$ cat src/rtl/alarma_pkg.sv
// Shared definitions for the zoned alarm controller: state codes, counter
// width, default delays and small helpers used by the FSM.
package alarma_pkg;

    localparam int CNT_W          = 5;
    localparam int N_ZONAS        = 4;
    localparam int T_SALIDA_DEF   = 16;
    localparam int T_ENTRADA_DEF  = 8;
    localparam int T_SIRENA_DEF   = 30;

    typedef enum logic [2:0] {
        DESCONECTADA = 3'd0,
        ESPERA       = 3'd1,
        ACTIVADA     = 3'd2,
        ENTRADA      = 3'd3,
        ALARMA       = 3'd4
    } estado_t;

    // Saturating decrement: the delay counter must never wrap below zero.
    function automatic logic [CNT_W-1:0] decrementa(input logic [CNT_W-1:0] c);
        return (c == '0) ? c : c - 1'b1;
    endfunction

    // Lowest active perimeter zone (1..3); only meaningful when any bit is set.
    function automatic logic [1:0] zona_mas_baja(input logic [3:1] z);
        if (z[1]) begin
            return 2'd1;
        end else if (z[2]) begin
            return 2'd2;
        end else begin
            return 2'd3;
        end
    endfunction

endpackage

$ cat src/rtl/sincronizador.sv
// Two-flop synchronizer for asynchronous level inputs, with synchronous
// active-low reset clearing both stages.
module sincronizador #(
    parameter int W = 4
) (
    input  logic         i_clock,
    input  logic         i_areset_n,
    input  logic [W-1:0] i_dato,
    output logic [W-1:0] o_dato
);

    logic [W-1:0] r_meta;
    logic [W-1:0] r_sync;

    // NOTE: non-blocking assignments make both stages sample the old values on
    // the same edge; blocking here would collapse the chain into one flop.
    always_ff @(posedge i_clock) begin
        if (!i_areset_n) begin
            r_meta <= '0;
            r_sync <= '0;
        end else begin
            r_meta <= i_dato;
            r_sync <= r_meta;
        end
    end

    assign o_dato = r_sync;

endmodule

$ cat src/rtl/control_alarma_zonas.sv
// Four-zone alarm controller: exit delay, door entry delay, timed siren and
// cause-of-alarm reporting, all outputs registered with the state.
module control_alarma_zonas
    import alarma_pkg::*;
#(
    parameter int T_SALIDA  = T_SALIDA_DEF,
    parameter int T_ENTRADA = T_ENTRADA_DEF,
    parameter int T_SIRENA  = T_SIRENA_DEF
) (
    input  logic               clock,
    input  logic               areset_n,
    input  logic               inicio,
    input  logic [N_ZONAS-1:0] intruso,
    input  logic [N_ZONAS-1:0] mascara,
    output logic               sirena,
    output logic [1:0]         zona,
    output logic [2:0]         estado,
    output logic [CNT_W-1:0]   cuenta
);

    localparam logic [CNT_W-1:0] L_SALIDA  = CNT_W'(T_SALIDA - 1);
    localparam logic [CNT_W-1:0] L_ENTRADA = CNT_W'(T_ENTRADA - 1);
    localparam logic [CNT_W-1:0] L_SIRENA  = CNT_W'(T_SIRENA - 1);

    logic [N_ZONAS-1:0] w_sync;
    logic [N_ZONAS-1:0] w_zs;
    logic               w_hay_perimetro;
    logic [1:0]         w_zona_perimetro;

    estado_t            r_estado;
    logic               r_sirena;
    logic [1:0]         r_zona;
    logic [CNT_W-1:0]   r_cuenta;

    sincronizador #(
        .W (N_ZONAS)
    ) u_sincronizador (
        .i_clock    (clock),
        .i_areset_n (areset_n),
        .i_dato     (intruso),
        .o_dato     (w_sync)
    );

    assign w_zs             = w_sync & mascara;
    assign w_hay_perimetro  = |w_zs[3:1];
    assign w_zona_perimetro = zona_mas_baja(w_zs[3:1]);

    // Siren is written in the same branch as every state change so that it is
    // high exactly while the state register holds ALARMA.
    always_ff @(posedge clock) begin
        if (!areset_n) begin
            r_estado <= DESCONECTADA;
            r_sirena <= 1'b0;
            r_zona   <= '0;
            r_cuenta <= '0;
        end else if (!inicio) begin
            r_estado <= DESCONECTADA;
            r_sirena <= 1'b0;
            r_cuenta <= '0;
        end else begin
            case (r_estado)
                DESCONECTADA: begin
                    r_estado <= ESPERA;
                    r_sirena <= 1'b0;
                    r_cuenta <= L_SALIDA;
                end

                ESPERA: begin
                    if (r_cuenta == '0) begin
                        r_estado <= ACTIVADA;
                    end else begin
                        r_cuenta <= decrementa(r_cuenta);
                    end
                end

                ACTIVADA: begin
                    if (w_hay_perimetro) begin
                        r_estado <= ALARMA;
                        r_sirena <= 1'b1;
                        r_cuenta <= L_SIRENA;
                        r_zona   <= w_zona_perimetro;
                    end else if (w_zs[0]) begin
                        r_estado <= ENTRADA;
                        r_cuenta <= L_ENTRADA;
                        r_zona   <= 2'd0;
                    end
                end

                ENTRADA: begin
                    if (w_hay_perimetro) begin
                        r_estado <= ALARMA;
                        r_sirena <= 1'b1;
                        r_cuenta <= L_SIRENA;
                        r_zona   <= w_zona_perimetro;
                    end else if (r_cuenta == '0) begin
                        r_estado <= ALARMA;
                        r_sirena <= 1'b1;
                        r_cuenta <= L_SIRENA;
                    end else begin
                        r_cuenta <= decrementa(r_cuenta);
                    end
                end

                ALARMA: begin
                    if (r_cuenta == '0) begin
                        r_estado <= ACTIVADA;
                        r_sirena <= 1'b0;
                    end else begin
                        r_cuenta <= decrementa(r_cuenta);
                    end
                end

                default: begin
                    r_estado <= DESCONECTADA;
                    r_sirena <= 1'b0;
                    r_cuenta <= '0;
                end
            endcase
        end
    end

    assign sirena = r_sirena;
    assign zona   = r_zona;
    assign estado = r_estado;
    assign cuenta = r_cuenta;

endmodule
$ cat config.mk
export PLATFORM = sky130hd
export DESIGN_NAME = control_alarma_zonas
export DESIGN_NICKNAME = d
export VERILOG_FILES = /design/src/rtl/alarma_pkg.sv /design/src/rtl/sincronizador.sv /design/src/rtl/control_alarma_zonas.sv
export SDC_FILE = /design/constraint.sdc
export NUM_CORES = 1
export LEC_CHECK = 0
export ABC_AREA = 1
export CAP_MARGIN = 25
export CORE_AREA = 3 3 52 54
export DETAILED_ROUTE_END_ITERATION = 8
export DIE_AREA = 0 0 55 57
export PLACE_DENSITY = 0.74
export SLEW_MARGIN = 20
export SYNTH_ARGS = -nofsm -noshare
export SYNTH_HDL_FRONTEND = slang
export SYNTH_SLANG_ARGS = --single-unit
$ cat constraint.sdc
create_clock -name clock -period 3.6 [get_ports clock]
set_clock_uncertainty 0.2 [all_clocks]
set_input_delay 0.72 -clock clock [delete_from_list [all_inputs] [get_ports clock]]
set_output_delay 0.72 -clock clock [all_outputs]
set_load 0.01 [all_outputs]
# Yosys cells after proc, flatten, opt, wreduce, memory -nomap -nowiden
# Index checks and enable logic that the tools add are counted.
# word_totals
output_inout_bits	11
regBits	19
word_cells	53
# classes
n_eq_ne	11
n_mux	23
bitwise_logic	2
addsub	1
reduce_logical	10
# op_table
operator	count
5-bit 2-to-1 mux	5
5-bit case mux with 4 select lines	1
3-bit 2-to-1 mux	5
3-bit case mux with 4 select lines	1
2-bit 2-to-1 mux	4
2-bit inequality test (second input constant)	4
4-bit AND reduction	2
3-bit by 2-bit == test with 1-bit output (second input constant)	2
3-bit inequality test (second input constant)	2
5-bit zero test	1
1-bit 2-to-1 mux	5
5-bit by 1-bit subtractor with 5-bit output (second input constant)	1
4-bit AND	1
1-bit case mux with 4 select lines	1
2-bit case mux with 2 select lines	1
2-bit AND reduction	2
3-bit by 1-bit == test with 1-bit output (second input constant)	1
3-bit == test (second input constant)	1
3-bit zero test	1
3-bit AND reduction	1
3-bit OR reduction	1
2-bit by 1-bit inequality test with 1-bit output (second input constant)	1
2-bit nonzero test	1
2-bit OR reduction	1
1-bit NOT	1

# Depth between registers and ports, before layout
# depth
ltp_word	5
depth_mapped	10
ltp_nobuf	10

# Modules after synthesis
# Synthesis repeated with hierarchy kept, for this count alone.
# hier_totals
hier_cells	147
hier_area_um2	982.2
# modules_own_cells
module	area_per_inst_um2	seq_area_each_um2	instances	cells_per_inst
control_alarma_zonas	757.0	220.2	1	122
sincronizador	225.2	160.2	1	25

# Worst setup path before layout
# No wires, ideal clock.
# synth_timing
path_type	input -> register
startpoint	in mascara[1]
endpoint	reg r_cuenta[0] (netlist: cuenta[0])
t_arrival_ns	1.444
required_time_ns	3.274
path_stages	8
setup_slack_ns	1.830
cell_sequence	nand2_1 > nand3_4 > nor2_4 > nand2_4 > o21ai_4 > inv_2 > nand2_1 > a21oi_1
# synth_via
elab_chain_cells	4
word_cells_on_any_way	7
classes_between	1 x eq/ne; 3 x mux; 1 x bitwise; 2 x reduce/logical
# synth_lines
item	line	source
start: declaration	control_alarma_zonas.sv:14	input logic [N_ZONAS-1:0] mascara,
4-bit AND *	control_alarma_zonas.sv:44	assign w_zs = w_sync & mascara;
3-bit OR reduction *	control_alarma_zonas.sv:45	assign w_hay_perimetro = |w_zs[3:1];
5-bit 2-to-1 mux (tied with other cells)	control_alarma_zonas.sv:90	if (w_hay_perimetro) begin
5-bit case mux with 4 select lines / 2-bit AND reduction (equally long branches)	--	
end signal: assignment	control_alarma_zonas.sv:72	r_cuenta <= decrementa(r_cuenta);
end signal: assignment	control_alarma_zonas.sv:100	r_cuenta <= decrementa(r_cuenta);
end signal: assignment	control_alarma_zonas.sv:109	r_cuenta <= decrementa(r_cuenta);
end: declaration	control_alarma_zonas.sv:33	logic [CNT_W-1:0] r_cuenta;
# Mark *: on every way between the ends. The rest lies on a longest branch, timed or not.
# A chain may end at the register's enable or synchronous reset.

# Final worst setup path
# layout_timing
startpoint	reg r_cuenta[2] (netlist: cuenta[2])
endpoint	out cuenta[2]
# layout_rtl
item	line	source
end: declaration	control_alarma_zonas.sv:18	output logic [CNT_W-1:0] cuenta
# No word-level cell between the ends.

==> implementation parameters <==
Parameter                              Value

Route
  Antenna Violating Nets Remaining ... 0
  First-pass iteration count of the detailed router ... 4
  Vias after detailed routing ... 982
  DRC violation total after the first TritonRoute iteration ... 23
  Wire length reported by the detailed router ... 2140 um
  DRC violations left ... 0
  Detailed-route wire length per cell ... 10.6 um
  Via density per instance ... 4.86

Finish
  Synthesis-to-finish area growth ... 26.7%
  Final non-filler cell total ... 202
  Commonest cells after routing, fill and taps aside ... 51 x sky130_fd_sc_hd__nand2_1, 21 x sky130_fd_sc_hd__clkdlybuf4s50_1, 19 x sky130_fd_sc_hd__inv_1, 19 x sky130_fd_sc_hd__dfxtp_1, 14 x sky130_fd_sc_hd__nor2_1
  Inserted Diodes ... 0
  Most common cell after layout, fill and taps aside ... sky130_fd_sc_hd__nand2_1
  Layout net count ... 187
  Final std cell area, no fill ... 1270 sq um
  Core occupancy in the finished layout ... 56.5%
  Share of final-layout standard cells stronger than drive strength 1 ... 11.5%
  Area occupied by multi-input gates ... 536 sq um
  Final-layout fill cell count ... 250
  Register cell area after layout ... 380 sq um

Worst setup path
  Source of the critical timing path ... cuenta[2]
  Startpoint class of the critical path ... flop
  Nature of the critical path endpoint ... output pin
  WS Path Type ... flop to output pin
  Worst reg2reg startpoint ... cuenta[0]
  Cells traversed along the worst timing path ... clkdlybuf4s50_1
  Worst Path Required ... 2680 ps
  Max stage delay cell, worst path ... sky130_fd_sc_hd__clkdlybuf4s50_1
  Crit path arrival time ... 1320 ps
  Highest net fanout along the worst path ... 5
  Delay contributed by the slowest stage of the critical path ... 580 ps
  CP bufs+invs ... 1
  Critical path's top delay family ... buffers and inverters

Clock tree
  Clock network latency to the later pin of the worst-skew pair ... 300 ps
  CTS Hold Bufs ... 0
  H-tree depth ... 1
  Number of instances resized during post-cts repair ... 0
  Clk pin slew, worst setup/hold paths ... 110 ps
  TritonCTS clock tree ... yes
  Maximum number of buffers from clock root to sink ... 2
  Number of buffers created by CTS ... 3
  Post CTS Setup Buffer Count ... 0
  Clock Root Buffer ... sky130_fd_sc_hd__clkbuf_4
  Clock Sink Count ... 19

Global route
  Pin count of the biggest net entering global routing ... 12
  Final global-route overflow total ... 0
  Grt met1 use ... 18.9%
  Total routing resource utilization after global routing ... 16.0%
  Wire length of the first global-routing pass ... 3770 um
  Met2 usage in global routing ... 27.4%
  Number of antenna violations at the first check in global routing ... 0
  Met3 track demand over resource ... 3.13%
  Vias in the first global route ... 935
  Peak-usage layer in the global routing report ... met2

Floorplanning
  Die W ... 55 um
  Starting density of the core ... 44.6%
  Area of the core ... 2250 sq um
  Number of standard-cell rows in the floorplan ... 17
  I/O pin total ... 22
  Die H ... 57 um
  Die area ... 3140 sq um

STA
  Number of hold violations in the final report ... 0
  Final Setup Violations ... 0
  Max-slew violations ... 0
  Part of the cycle the worst path needs ... 62.2%
  Maximum achievable frequency ... 446 MHz
  Max_slew headroom ... 76.6%
  Setup repair after global routing missed its margin ... false
  Fin crit period ... 2240 ps
  Slew at the pin closest to its max-slew limit ... 350 ps
  Accumulated negative setup slack ... 0 ps

Place
  Number of I/O port buffers ... 21
  Final weighted congestion in routability-driven placement ... 0.885
  Placed standard-cell area ... 1250 sq um
  HPWL after detailed placement ... 1750 um
  Placed Cells incl. Taps ... 198

Flow run
  Max-cap viol count ... 0

Synthesis
  Average cell area after synthesis ... 6.71 sq um
  Cells taking the most area after synthesis ... sky130_fd_sc_hd__dfxtp_1 38%, sky130_fd_sc_hd__nand2_1 19%, sky130_fd_sc_hd__inv_1 7.1%
  Cell taking the most area after synthesis ... sky130_fd_sc_hd__dfxtp_1
  Total standard cell area after synthesis ... 1010 sq um
  Portion of synthesized cell area occupied by the leading cell type ... 37.8%
  Net count of the mapped netlist ... 162
  Fraction of the yosys area taken by sequential cells ... 37.8%
  Share of async-settable or async-resettable flops after synthesis ... 0%
  Yosys synthesis warning count ... 0
  Number of library cell types mapped by synthesis ... 24
  Number of flops mapped to enable cells by yosys ... 0
  Synth Register Bits ... 19
  Gate Count Post-Synth ... 150
  Primary flip-flop cell chosen by synthesis mapping ... sky130_fd_sc_hd__dfxtp_1

Worst hold path
  Hold Startpoint ... u_sincronizador.r_meta[3]
  Classification of the worst-slack hold path ... flop to flop

Power and ir drop
  Peak supply drop ... 0.300 mV
  Switching share of power ... 33.7%
  Leakage power of the design ... 0.611 nW
  Internal power component ... 0.334 mW
  Clock power share ... 20.7%
  Psw ... 0.169 mW
  Power Density ... 395 nW/um^2
  Share of total power in combinational logic ... 32.5%
  Power share of the sequential group ... 46.8%

Status
  Status ... finished clean
## power by group through the flow
| stage | combinational (mW) | clock [mW] | sequential (mW) |
|---|---|---|---|
| after floorplan | 0.108 | 0 | 0.243 |
| after global placement | 0.165 | 0 | 0.240 |
| after detailed placement | 0.163 | 0 | 0.241 |
| after CTS | 0.164 | 0.110 | 0.236 |
| after global routing | 0.184 | 0.120 | 0.238 |
| final | 0.164 | 0.104 | 0.236 |
## final timing paths
path	end	slack (ps)	cells past startpoint
setup reg to reg	estado[1]	1930	9
hold reg to reg	u_sincronizador.o_dato[3]	230	2
setup / recovery	cuenta[2]	1360	1
hold / removal	u_sincronizador.o_dato[3]	230	2
## kinds of logic (layout without fill, tap and decap cells)
kind of cell / count (synthesis) / after routing / share of synthesized area [%]
AO/OA/AOI/OAI: 21 / 21 / 12.4
adder cells (fa/ha/maj): 1 / 1 / 1.24
AND/OR/NAND/NOR: 84 / 84 / 38.7
XOR/XNOR: 1 / 1 / 0.871
flip-flops: 19 / 19 / 37.8
buffers and inverters: 24 / 48 / 8.95
## area by class of cell
type / count / area share [%]
Clock buffer: 3 / 1.77
Sequential cell: 19 / 29.8
Tap cell: 28 / 2.75
Clock inverter: 1 / 0.393
Multi-Input combinational cell: 107 / 42.0
Timing Repair Buffer: 21 / 16.5
Inverter: 23 / 6.77
## state kept, by name (all words and copies together), names as in the netlist
name,flops
u_sincronizador.r_meta,4
sirena,1
estado,3
u_sincronizador.o_dato,4
zona,2
cuenta,5
## per-stage QoR
stage / total power, mW / setup WS [ps] / hold WS [ps]
3_3_place_gp: 0.405 / 1290 / 195
2_1_floorplan: 0.351 / 1830 / 190
5_1_grt: 0.542 / 1300 / 246
3_5_place_dp: 0.404 / 1270 / 204
4_1_cts: 0.511 / 1340 / 229
6_report: 0.503 / 1360 / 226
## worst register-to-register path: cells and delay by family (launching register included)
kind / cells / cell delay [ps]
AOI/OAI and AO/OA: 1 / 170
adders and majority gates: 1 / 240
buffers and inverters: 1 / 110
DFF: 1 / 330
and+or+nand+nor: 6 / 520
## synth_stat cells (2+ instances only)
| cell | instances |
|---|---|
| sky130_fd_sc_hd__nand4_1 | 2 |
| sky130_fd_sc_hd__o21ai_0 | 5 |
| sky130_fd_sc_hd__a21oi_1 | 9 |
| sky130_fd_sc_hd__dfxtp_1 | 19 |
| sky130_fd_sc_hd__nand2_2 | 3 |
| sky130_fd_sc_hd__o21ai_1 | 3 |
| sky130_fd_sc_hd__nand2_1 | 51 |
| sky130_fd_sc_hd__inv_2 | 4 |
| sky130_fd_sc_hd__nor2_4 | 2 |
| sky130_fd_sc_hd__nor2_1 | 14 |
| sky130_fd_sc_hd__nand3_1 | 7 |
| sky130_fd_sc_hd__inv_1 | 19 |
## metal layers
layer  share of wire (%)  wire length (um)  up-vias
met3                 3.5                75        5
met1                  45               954      440
li1                    -                 -      513
met5                   0                 0        -
met2                  50              1070       24
met4                 1.6                35        0
(Power assumes the default switching activity.)
